## src/rtl/tk1_uds_pkg.sv

```systemverilog
// Shared definitions for the UDS fetch sequencer: state encoding, store geometry
// and a small state-classification helper.
package tk1_uds_pkg;

  typedef enum logic [1:0] {
    ST_IDLE   = 2'd0,
    ST_READ   = 2'd1,
    ST_HOLD   = 2'd2,
    ST_LOCKED = 2'd3
  } uds_state_e;

  localparam int UDS_WORDS  = 8;
  localparam int UDS_ADDR_W = 3;
  localparam int UDS_TMO_W  = 8;

  function automatic logic state_busy(input uds_state_e st);
    return (st == ST_READ) || (st == ST_HOLD);
  endfunction

endpackage

```

## src/rtl/uds_fetch_ctrl.sv

```systemverilog
// Read-once UDS fetch sequencer: streams each UDS word to the key-derivation
// datapath, wipes the holding register after every handoff and locks until reset.
module uds_fetch_ctrl
  import tk1_uds_pkg::*;
#(
  parameter int NUM_WORDS      = UDS_WORDS,
  parameter int ADDR_WIDTH     = UDS_ADDR_W,
  parameter int TIMEOUT_CYCLES = 15
) (
  input  logic                  clk,
  input  logic                  reset_n,
  input  logic                  start,
  input  logic                  app_mode,
  output logic                  uds_cs,
  output logic                  uds_en,
  output logic [ADDR_WIDTH-1:0] uds_address,
  input  logic [31:0]           uds_read_data,
  input  logic                  uds_ready,
  output logic                  out_valid,
  input  logic                  out_ready,
  output logic [31:0]           out_data,
  output logic [ADDR_WIDTH-1:0] out_index,
  output logic                  out_last,
  output logic                  busy,
  output logic                  done,
  output logic                  error
);

  localparam logic [ADDR_WIDTH-1:0] LAST_IDX = ADDR_WIDTH'(NUM_WORDS - 1);
  localparam logic [ADDR_WIDTH-1:0] IDX_ZERO = ADDR_WIDTH'(1'b0);
  localparam logic [ADDR_WIDTH-1:0] IDX_ONE  = ADDR_WIDTH'(1'b1);
  localparam logic [UDS_TMO_W-1:0]  TMO_LAST = UDS_TMO_W'(TIMEOUT_CYCLES - 1);

  uds_state_e            state_r, state_s;
  logic [ADDR_WIDTH-1:0] index_r, index_s;
  logic [UDS_TMO_W-1:0]  tmo_cnt_r, tmo_cnt_s;
  logic [31:0]           data_r, data_s;
  logic                  done_r, done_s;
  logic                  error_r, error_s;

  logic                  uds_cs_r, uds_cs_s;
  logic [ADDR_WIDTH-1:0] uds_address_r, uds_address_s;
  logic                  out_valid_r, out_valid_s;
  logic [31:0]           out_data_r, out_data_s;
  logic [ADDR_WIDTH-1:0] out_index_r, out_index_s;
  logic                  out_last_r, out_last_s;
  logic                  busy_r, busy_s;

  // Next-state decode plus next-output decode, so every port comes straight from a flop.
  always_comb begin
    state_s   = state_r;
    index_s   = index_r;
    tmo_cnt_s = tmo_cnt_r;
    data_s    = data_r;
    done_s    = done_r;
    error_s   = error_r;

    case (state_r)
      ST_IDLE: begin
        if (start && app_mode) begin
          state_s = ST_LOCKED;
          error_s = 1'b1;
        end else if (start) begin
          state_s   = ST_READ;
          index_s   = IDX_ZERO;
          tmo_cnt_s = 8'd0;
        end else begin
          state_s = ST_IDLE;
        end
      end
      ST_READ: begin
        // An application-mode switch beats a completing access: the word is never captured.
        if (app_mode) begin
          state_s = ST_LOCKED;
          error_s = 1'b1;
          data_s  = 32'd0;
        end else if (uds_ready) begin
          state_s = ST_HOLD;
          data_s  = uds_read_data;
        end else if (tmo_cnt_r == TMO_LAST) begin
          state_s = ST_LOCKED;
          error_s = 1'b1;
        end else begin
          tmo_cnt_s = tmo_cnt_r + 8'd1;
        end
      end
      ST_HOLD: begin
        if (app_mode) begin
          state_s = ST_LOCKED;
          error_s = 1'b1;
          data_s  = 32'd0;
        end else if (out_ready) begin
          data_s = 32'd0;
          if (index_r == LAST_IDX) begin
            state_s = ST_LOCKED;
            done_s  = 1'b1;
          end else begin
            state_s   = ST_READ;
            index_s   = index_r + IDX_ONE;
            tmo_cnt_s = 8'd0;
          end
        end else begin
          state_s = ST_HOLD;
        end
      end
      ST_LOCKED: begin
        state_s = ST_LOCKED;
      end
      default: begin
        state_s = ST_LOCKED;
        error_s = 1'b1;
        data_s  = 32'd0;
      end
    endcase

    uds_cs_s      = (state_s == ST_READ);
    uds_address_s = uds_cs_s ? index_s : IDX_ZERO;
    out_valid_s   = (state_s == ST_HOLD);
    out_data_s    = out_valid_s ? data_s : 32'd0;
    out_index_s   = out_valid_s ? index_s : IDX_ZERO;
    out_last_s    = out_valid_s && (index_s == LAST_IDX);
    busy_s        = state_busy(state_s);
  end

  // State, counters, holding register and registered outputs; reset wins over everything.
  always_ff @(posedge clk) begin
    if (!reset_n) begin
      state_r       <= ST_IDLE;
      index_r       <= IDX_ZERO;
      tmo_cnt_r     <= 8'd0;
      data_r        <= 32'd0;
      done_r        <= 1'b0;
      error_r       <= 1'b0;
      uds_cs_r      <= 1'b0;
      uds_address_r <= IDX_ZERO;
      out_valid_r   <= 1'b0;
      out_data_r    <= 32'd0;
      out_index_r   <= IDX_ZERO;
      out_last_r    <= 1'b0;
      busy_r        <= 1'b0;
    end else begin
      state_r       <= state_s;
      index_r       <= index_s;
      tmo_cnt_r     <= tmo_cnt_s;
      data_r        <= data_s;
      done_r        <= done_s;
      error_r       <= error_s;
      uds_cs_r      <= uds_cs_s;
      uds_address_r <= uds_address_s;
      out_valid_r   <= out_valid_s;
      out_data_r    <= out_data_s;
      out_index_r   <= out_index_s;
      out_last_r    <= out_last_s;
      busy_r        <= busy_s;
    end
  end

  assign uds_cs      = uds_cs_r;
  assign uds_en      = uds_cs_r;
  assign uds_address = uds_address_r;
  assign out_valid   = out_valid_r;
  assign out_data    = out_data_r;
  assign out_index   = out_index_r;
  assign out_last    = out_last_r;
  assign busy        = busy_r;
  assign done        = done_r;
  assign error       = error_r;

endmodule

```

## config.mk

```make
export PLATFORM = sky130hd
export DESIGN_NAME = uds_fetch_ctrl
export DESIGN_NICKNAME = d
export VERILOG_FILES = /design/src/rtl/tk1_uds_pkg.sv /design/src/rtl/uds_fetch_ctrl.sv
export SDC_FILE = /design/constraint.sdc
export NUM_CORES = 1
export LEC_CHECK = 0
export CAP_MARGIN = 20
export CORE_UTILIZATION = 37
export DETAILED_ROUTE_END_ITERATION = 8
export PLACE_DENSITY = 0.7
export SLEW_MARGIN = 5
export SYNTH_ARGS = -nofsm -noshare
export SYNTH_HDL_FRONTEND = slang
export SYNTH_SLANG_ARGS = --single-unit
```

## constraint.sdc

```tcl
create_clock -name clk -period 3.2 [get_ports clk]
set_input_delay 0.48 -clock clk [delete_from_list [all_inputs] [get_ports clk]]
set_output_delay 0.48 -clock clk [all_outputs]
set_load 0.05 [all_outputs]
```

# ---- Yosys cells after proc, flatten, opt, wreduce, memory -nomap -nowiden
# Cells that the tools add are included.
dict set report word_totals {
  register_bits 89
  latchBits 0
  ram_bits 0
  mem_bits_ro 0
  in_bits 38
  output_inout_bits 45
  wordCells 81
  n_memories 0
}
dict set report op_classes {
  n_addsub 2
  multipliers 0
  n_div 0
  magnitude_cmp 0
  eq_ne 20
  n_shift 0
  mux 35
  bitwise_logic 1
  reduce_logical 10
}
# operator count
set ops {}
lappend ops {{32-bit two-way mux} 4}
lappend ops {{8-bit two-way mux} 8}
lappend ops {{32-bit case mux with 2 select lines} 1}
lappend ops {{8-bit case mux with 3 select lines} 1}
lappend ops {{2-bit inequality test (second input constant)} 10}
lappend ops {{3-bit two-way mux} 5}
lappend ops {{2-bit two-way mux} 7}
lappend ops {{9-bit AND reduction} 1}
lappend ops {{8-bit by 1-bit adder with 8-bit output (second input constant)} 1}
lappend ops {{8-bit by 4-bit == test with 1-bit output (second input constant)} 1}
lappend ops {{2-bit case mux with 4 select lines} 1}
lappend ops {{2-bit == test (second input constant)} 3}
lappend ops {{3-bit == test (second input constant)} 2}
lappend ops {{1-bit two-way mux} 6}
lappend ops {{3-bit inequality test (second input constant)} 2}
lappend ops {{3-bit case mux with 2 select lines} 1}
lappend ops {{5-bit AND reduction} 1}
lappend ops {{2-bit by 1-bit == test with 1-bit output (second input constant)} 2}
lappend ops {{2-bit AND reduction} 2}
lappend ops {{4-bit AND reduction} 1}
lappend ops {{3-bit by 1-bit adder with 3-bit output (second input constant)} 1}
lappend ops {{1-bit case mux with 3 select lines} 1}
lappend ops {{3-bit nonzero test} 1}
lappend ops {{1-bit logical AND} 2}
lappend ops {{other kinds (3)} 3}

# ---- Depth between registers and ports, before layout
dict set report depth {
  depth_word 7
  depth_mapped 12
  ltp_nobuf 9
}

# ---- Least setup slack after synthesis
# Ideal clock, no wire load.
dict set report synth_path {
  kind {register -> register}
  from {register tmo_cnt_r[0]}
  to {register out_index_r[1] (netlist: out_index[1])}
  setup_ns 0.140
  arrival_time_ns 2.312
  required_time_ns 3.060
  path_slack_ns 0.749
  stages_incl_launch_ff 12
  n_path_buf 2
  synth_period_minus_slack_ns 2.451
  cell_sequence {dfxtp_1 > inv_1 > ha_1 > and4b_1 > a41o_1 > buf_6 > o41ai_2 > inv_1 > ha_1 > clkinv_1 > clkbuf_1 > a211oi_1}
}
dict set report synth_via {
  elab_chain_cells 7
}
# item line_no
set synth_rtl {}
lappend synth_rtl {{start, declared} uds_fetch_ctrl.sv:36} ;# logic [UDS_TMO_W-1:0] tmo_cnt_r, tmo_cnt_s;
lappend synth_rtl {{start signal, assigned} uds_fetch_ctrl.sv:144} ;# tmo_cnt_r <= tmo_cnt_s;
lappend synth_rtl {{8-bit by 4-bit == test with 1-bit output} uds_fetch_ctrl.sv:80} ;# end else if (tmo_cnt_r == TMO_LAST) begin
lappend synth_rtl {{2-bit two-way mux} uds_fetch_ctrl.sv:80}
lappend synth_rtl {{2-bit two-way mux} uds_fetch_ctrl.sv:77} ;# end else if (uds_ready) begin
lappend synth_rtl {{2-bit two-way mux} uds_fetch_ctrl.sv:73} ;# if (app_mode) begin
lappend synth_rtl {{2-bit case mux with 4 select lines} uds_fetch_ctrl.sv:58} ;# case (state_r)
lappend synth_rtl {{via state_s[1]} uds_fetch_ctrl.sv:34} ;# uds_state_e state_r, state_s;
lappend synth_rtl {{2-bit == test} uds_fetch_ctrl.sv:118} ;# out_valid_s = (state_s == ST_HOLD);
lappend synth_rtl {{via out_valid_s} uds_fetch_ctrl.sv:43} ;# logic out_valid_r, out_valid_s;
lappend synth_rtl {{2-bit AND reduction (no source line)} -}
lappend synth_rtl {{end signal, assigned} uds_fetch_ctrl.sv:152} ;# out_index_r <= out_index_s;
lappend synth_rtl {{end, declared} uds_fetch_ctrl.sv:45} ;# logic [ADDR_WIDTH-1:0] out_index_r, out_index_s;
# The timed path passes the listed nets, and every way through them passes these cells.
# A chain may end at the register's enable or synchronous reset.

# ---- Worst setup path in the final report
dict set report layout_path {
  from {register tmo_cnt_r[0]}
  to {register out_data_r[14] (netlist: out_data[14])}
}
dict set report layout_via {
  elab_chain_cells 7
}
# item line_no
set layout_rtl {}
lappend layout_rtl {{8-bit by 4-bit == test with 1-bit output} uds_fetch_ctrl.sv:80}
lappend layout_rtl {{2-bit two-way mux} uds_fetch_ctrl.sv:80}
lappend layout_rtl {{2-bit two-way mux} uds_fetch_ctrl.sv:77}
lappend layout_rtl {{2-bit two-way mux} uds_fetch_ctrl.sv:73}
lappend layout_rtl {{2-bit case mux with 4 select lines} uds_fetch_ctrl.sv:58}
lappend layout_rtl {{via state_s[1]} uds_fetch_ctrl.sv:34}
lappend layout_rtl {{2-bit == test} uds_fetch_ctrl.sv:118}
lappend layout_rtl {{via out_valid_s} uds_fetch_ctrl.sv:43}
lappend layout_rtl {{2-bit AND reduction (no source line)} -}
lappend layout_rtl {{end signal, assigned} uds_fetch_ctrl.sv:151} ;# out_data_r <= out_data_s;
lappend layout_rtl {{end, declared} uds_fetch_ctrl.sv:44} ;# logic [31:0] out_data_r, out_data_s;
# The timed path passes the listed nets, and every way through them passes these cells.

==> flow_summary.ini <==
[status]
outcome = finished clean

[global_routing]
grt_max_degree = 79
grt_pass1_vias = 2779
overflow = 0
grt_pass1_wl_um = 13300
grt_use_total = 0.171
grt_antenna_before_repair = 0

[sta]
worst_pin_slew_ps = 860
rsz0062_at_grt = no
timing.fmax_mhz = 377
period_needed_ps = 2650
hold_viol = 0
finalSetupTns_ps = 0
min_period_over_period = 0.828
finalMaxSlewViolations = 0
slew_headroom = 0.426
setup_viol = 0
fin_skew_ps = 10.4

[synthesis]
synth_area_per_cell_um2 = 9.18
netlist_area_um2 = 3470
syn_nets = 426
synth_edf_count = 0
synth_cell_types = 43
synthTopCellsByArea = dfxtp_1, a211oi_1, a21oi_1
synthArstFlopShare = 0
ys.flop_type = dfxtp_1
yosys-top-cells-count = dfxtp_1, nand2_1, a21oi_1
yosysSeqAreaShare = 0.514
synth_seq_cells = 89
synth.top_cell.area_share = 0.514
synth_most_common_cell = dfxtp_1
synthCells = 378
ys_warn_count = 0
synth_top_area_cell = dfxtp_1

[run]
maxCapViolations = 0

[pwr]
p_int_uw = 1860
p_switching_uw = 1170
peakVddDrop_v = 0.000481
total_power_uw = 3030
pwr-share-comb = 0.339
p_leak_uw = 0.00155
sequentialPowerShare = 0.397
sw_frac_of_total = 0.385
power_density_nw_per_um2 = 666
power_frac_clock = 0.263

[setup_path]
r2r-start = tmo_cnt_r[0]
ff2ff_path_depth = 10
critical_path_class = reg2reg
r2r_end = out_data[14]
critPathCapture = out_data[14]
rrSetupSlack_ps = 550
setup.worst_path.start = tmo_cnt_r[0]
path_max_fanout = 35
end_kind = flop
startpoint_type = flop
cp_data_required_time_ps = 3410
cp_data_arrival_time_ps = 2860

[clocking]
cts_root_buf = clkbuf_8
ctsResizeCount = 0
clk_path_buf_depth = 2
cts_setup_buffers = 0
cts.clk_slew.worst_paths_ps = 90
numClockSinks = 89
holdBufCountCts = 0
clock_latency_ps = 360
numCtsBuffers = 9
htreeDepth = 3
cts_tree = built

[floorplanning]
core_area_um2 = 8890
rows = 34
ios = 83
fp.dieH_um = 98.8
start_util = 0.390
die_x_um = 98.8
dieArea_um2 = 9770

[drt]
drt_wl_total_um = 8140
wl_per_cell_um = 14.6
ant_nets = 0
drt_iter0_drc = 84
vias = 2954
drt-vias-per-instance = 5.28
drc_errors = 0
dr.pass1.iters = 4

[place]
placed_cell_area_um2 = 4340
gp_congestion = 0.857
dp_hpwl_um = 5460
port-buffer-count = 82
dp_cells = 542

[cells_and_area]
final_cell_area_um2 = 4550
drive_gt1_frac = 0.0576
num_antenna_cells = 0
fin_nets = 494
area_growth_pct = 31.2
final_cell_count_no_fill = 559

[worst_hold_path]
hold_path_depth = 2
hp-class = reg2reg
flip-flops by register name, indices dropped and copies added (netlist names):
| signal | flops |
|---|---|
| data_r | 32 |
| out_data | 32 |
| tmo_cnt_r | 8 |
| index_r | 3 |
| out_index | 3 |
| uds_address | 3 |
| state_r | 2 |
| busy | 1 |
| done | 1 |
| error | 1 |
| out_last | 1 |
| out_valid | 1 |
| uds_cs | 1 |
through the flow:
step | util | setup slack [ps] | hold WS (ps)
2_1_floorplan | - | 749 | 464
3_3_place_gp | 0.488 | 518 | 464
3_5_place_dp | 0.488 | 417 | 478
4_1_cts | 0.511 | 586 | 505
5_1_grt | 0.512 | 406 | 530
6_report | 0.512 | 549 | 503
worst min path at each step:
stage,startpoint,endpoint,slack (ps)
2_1_floorplan,index_r[2],index_r[2],460
3_5_place_dp,done,done,480
6_report,index_r[2],index_r[2],500
5_1_grt,data_r[24],data_r[24],530
3_3_place_gp,done,done,460
4_1_cts,data_r[5],data_r[5],510
cells in the final DEF, fill, tap and decap left out, types with 3 or more instances in the layout:
cell type | Yosys | layout
o31ai_1 | 4 | 4
nand2b_1 | 3 | 3
buf_4 | 1 | 5
nand2_1 | 40 | 40
nor2_1 | 10 | 10
a211oi_1 | 37 | 37
nor4_1 | 4 | 4
clkbuf_8 | 0 | 9
o21ai_1 | 4 | 4
clkdlybuf4s50_1 | 0 | 82
or4_1 | 3 | 3
inv_1 | 18 | 18
mux2i_1 | 6 | 6
a21oi_1 | 39 | 38
ha_1 | 10 | 10
dfxtp_1 | 89 | 89
o211ai_1 | 11 | 11
o21ai_0 | 34 | 34
kinds of logic (layout without fill, tap and decap cells):
family	after synthesis	in the layout	share of synthesized area
fa+ha+maj	10	10	0.0361
mux	6	6	0.0173
buf+inv	52	125	0.0631
flops	89	89	0.514
compound gates	142	142	0.258
simple gates	79	79	0.112
power groups by stage:
stage | Sequential, uW | Clock, uW | Combinational [uW]
finish | 1200 | 798 | 1030
detailed placement | 1230 | 0 | 1020
global route | 1210 | 864 | 1130
floorplan | 1310 | 0 | 633
global placement | 1230 | 0 | 1010
CTS | 1200 | 811 | 1030
routing by layer:
metal,part of all wire,track usage,wire (um)
met1,0.47,0.215,3840
met3,0.050,0.0426,405
met2,0.46,0.280,3760
met5,0,0,0
met4,0.017,0.0677,136
critical path, cell delays in order, from the launching register on:
cell      delay [ps]
dfxtp_1          470
inv_1             90
ha_1             210
and4b_1          230
a41o_1           380
o41ai_2          470
inv_1             90
ha_1             210
clkinv_1          80
buf_12           190
a211oi_1          80
cell type report:
type,count,area [um^2]
clock buffer,10,128
sequential,89,1780
clock inverter,6,75.1
timing repair buffer,89,883
inverter,20,75.1
multi-input combinational,237,1470
fill,816,4340
tap,108,135
Power figures use the tool's default switching activity.
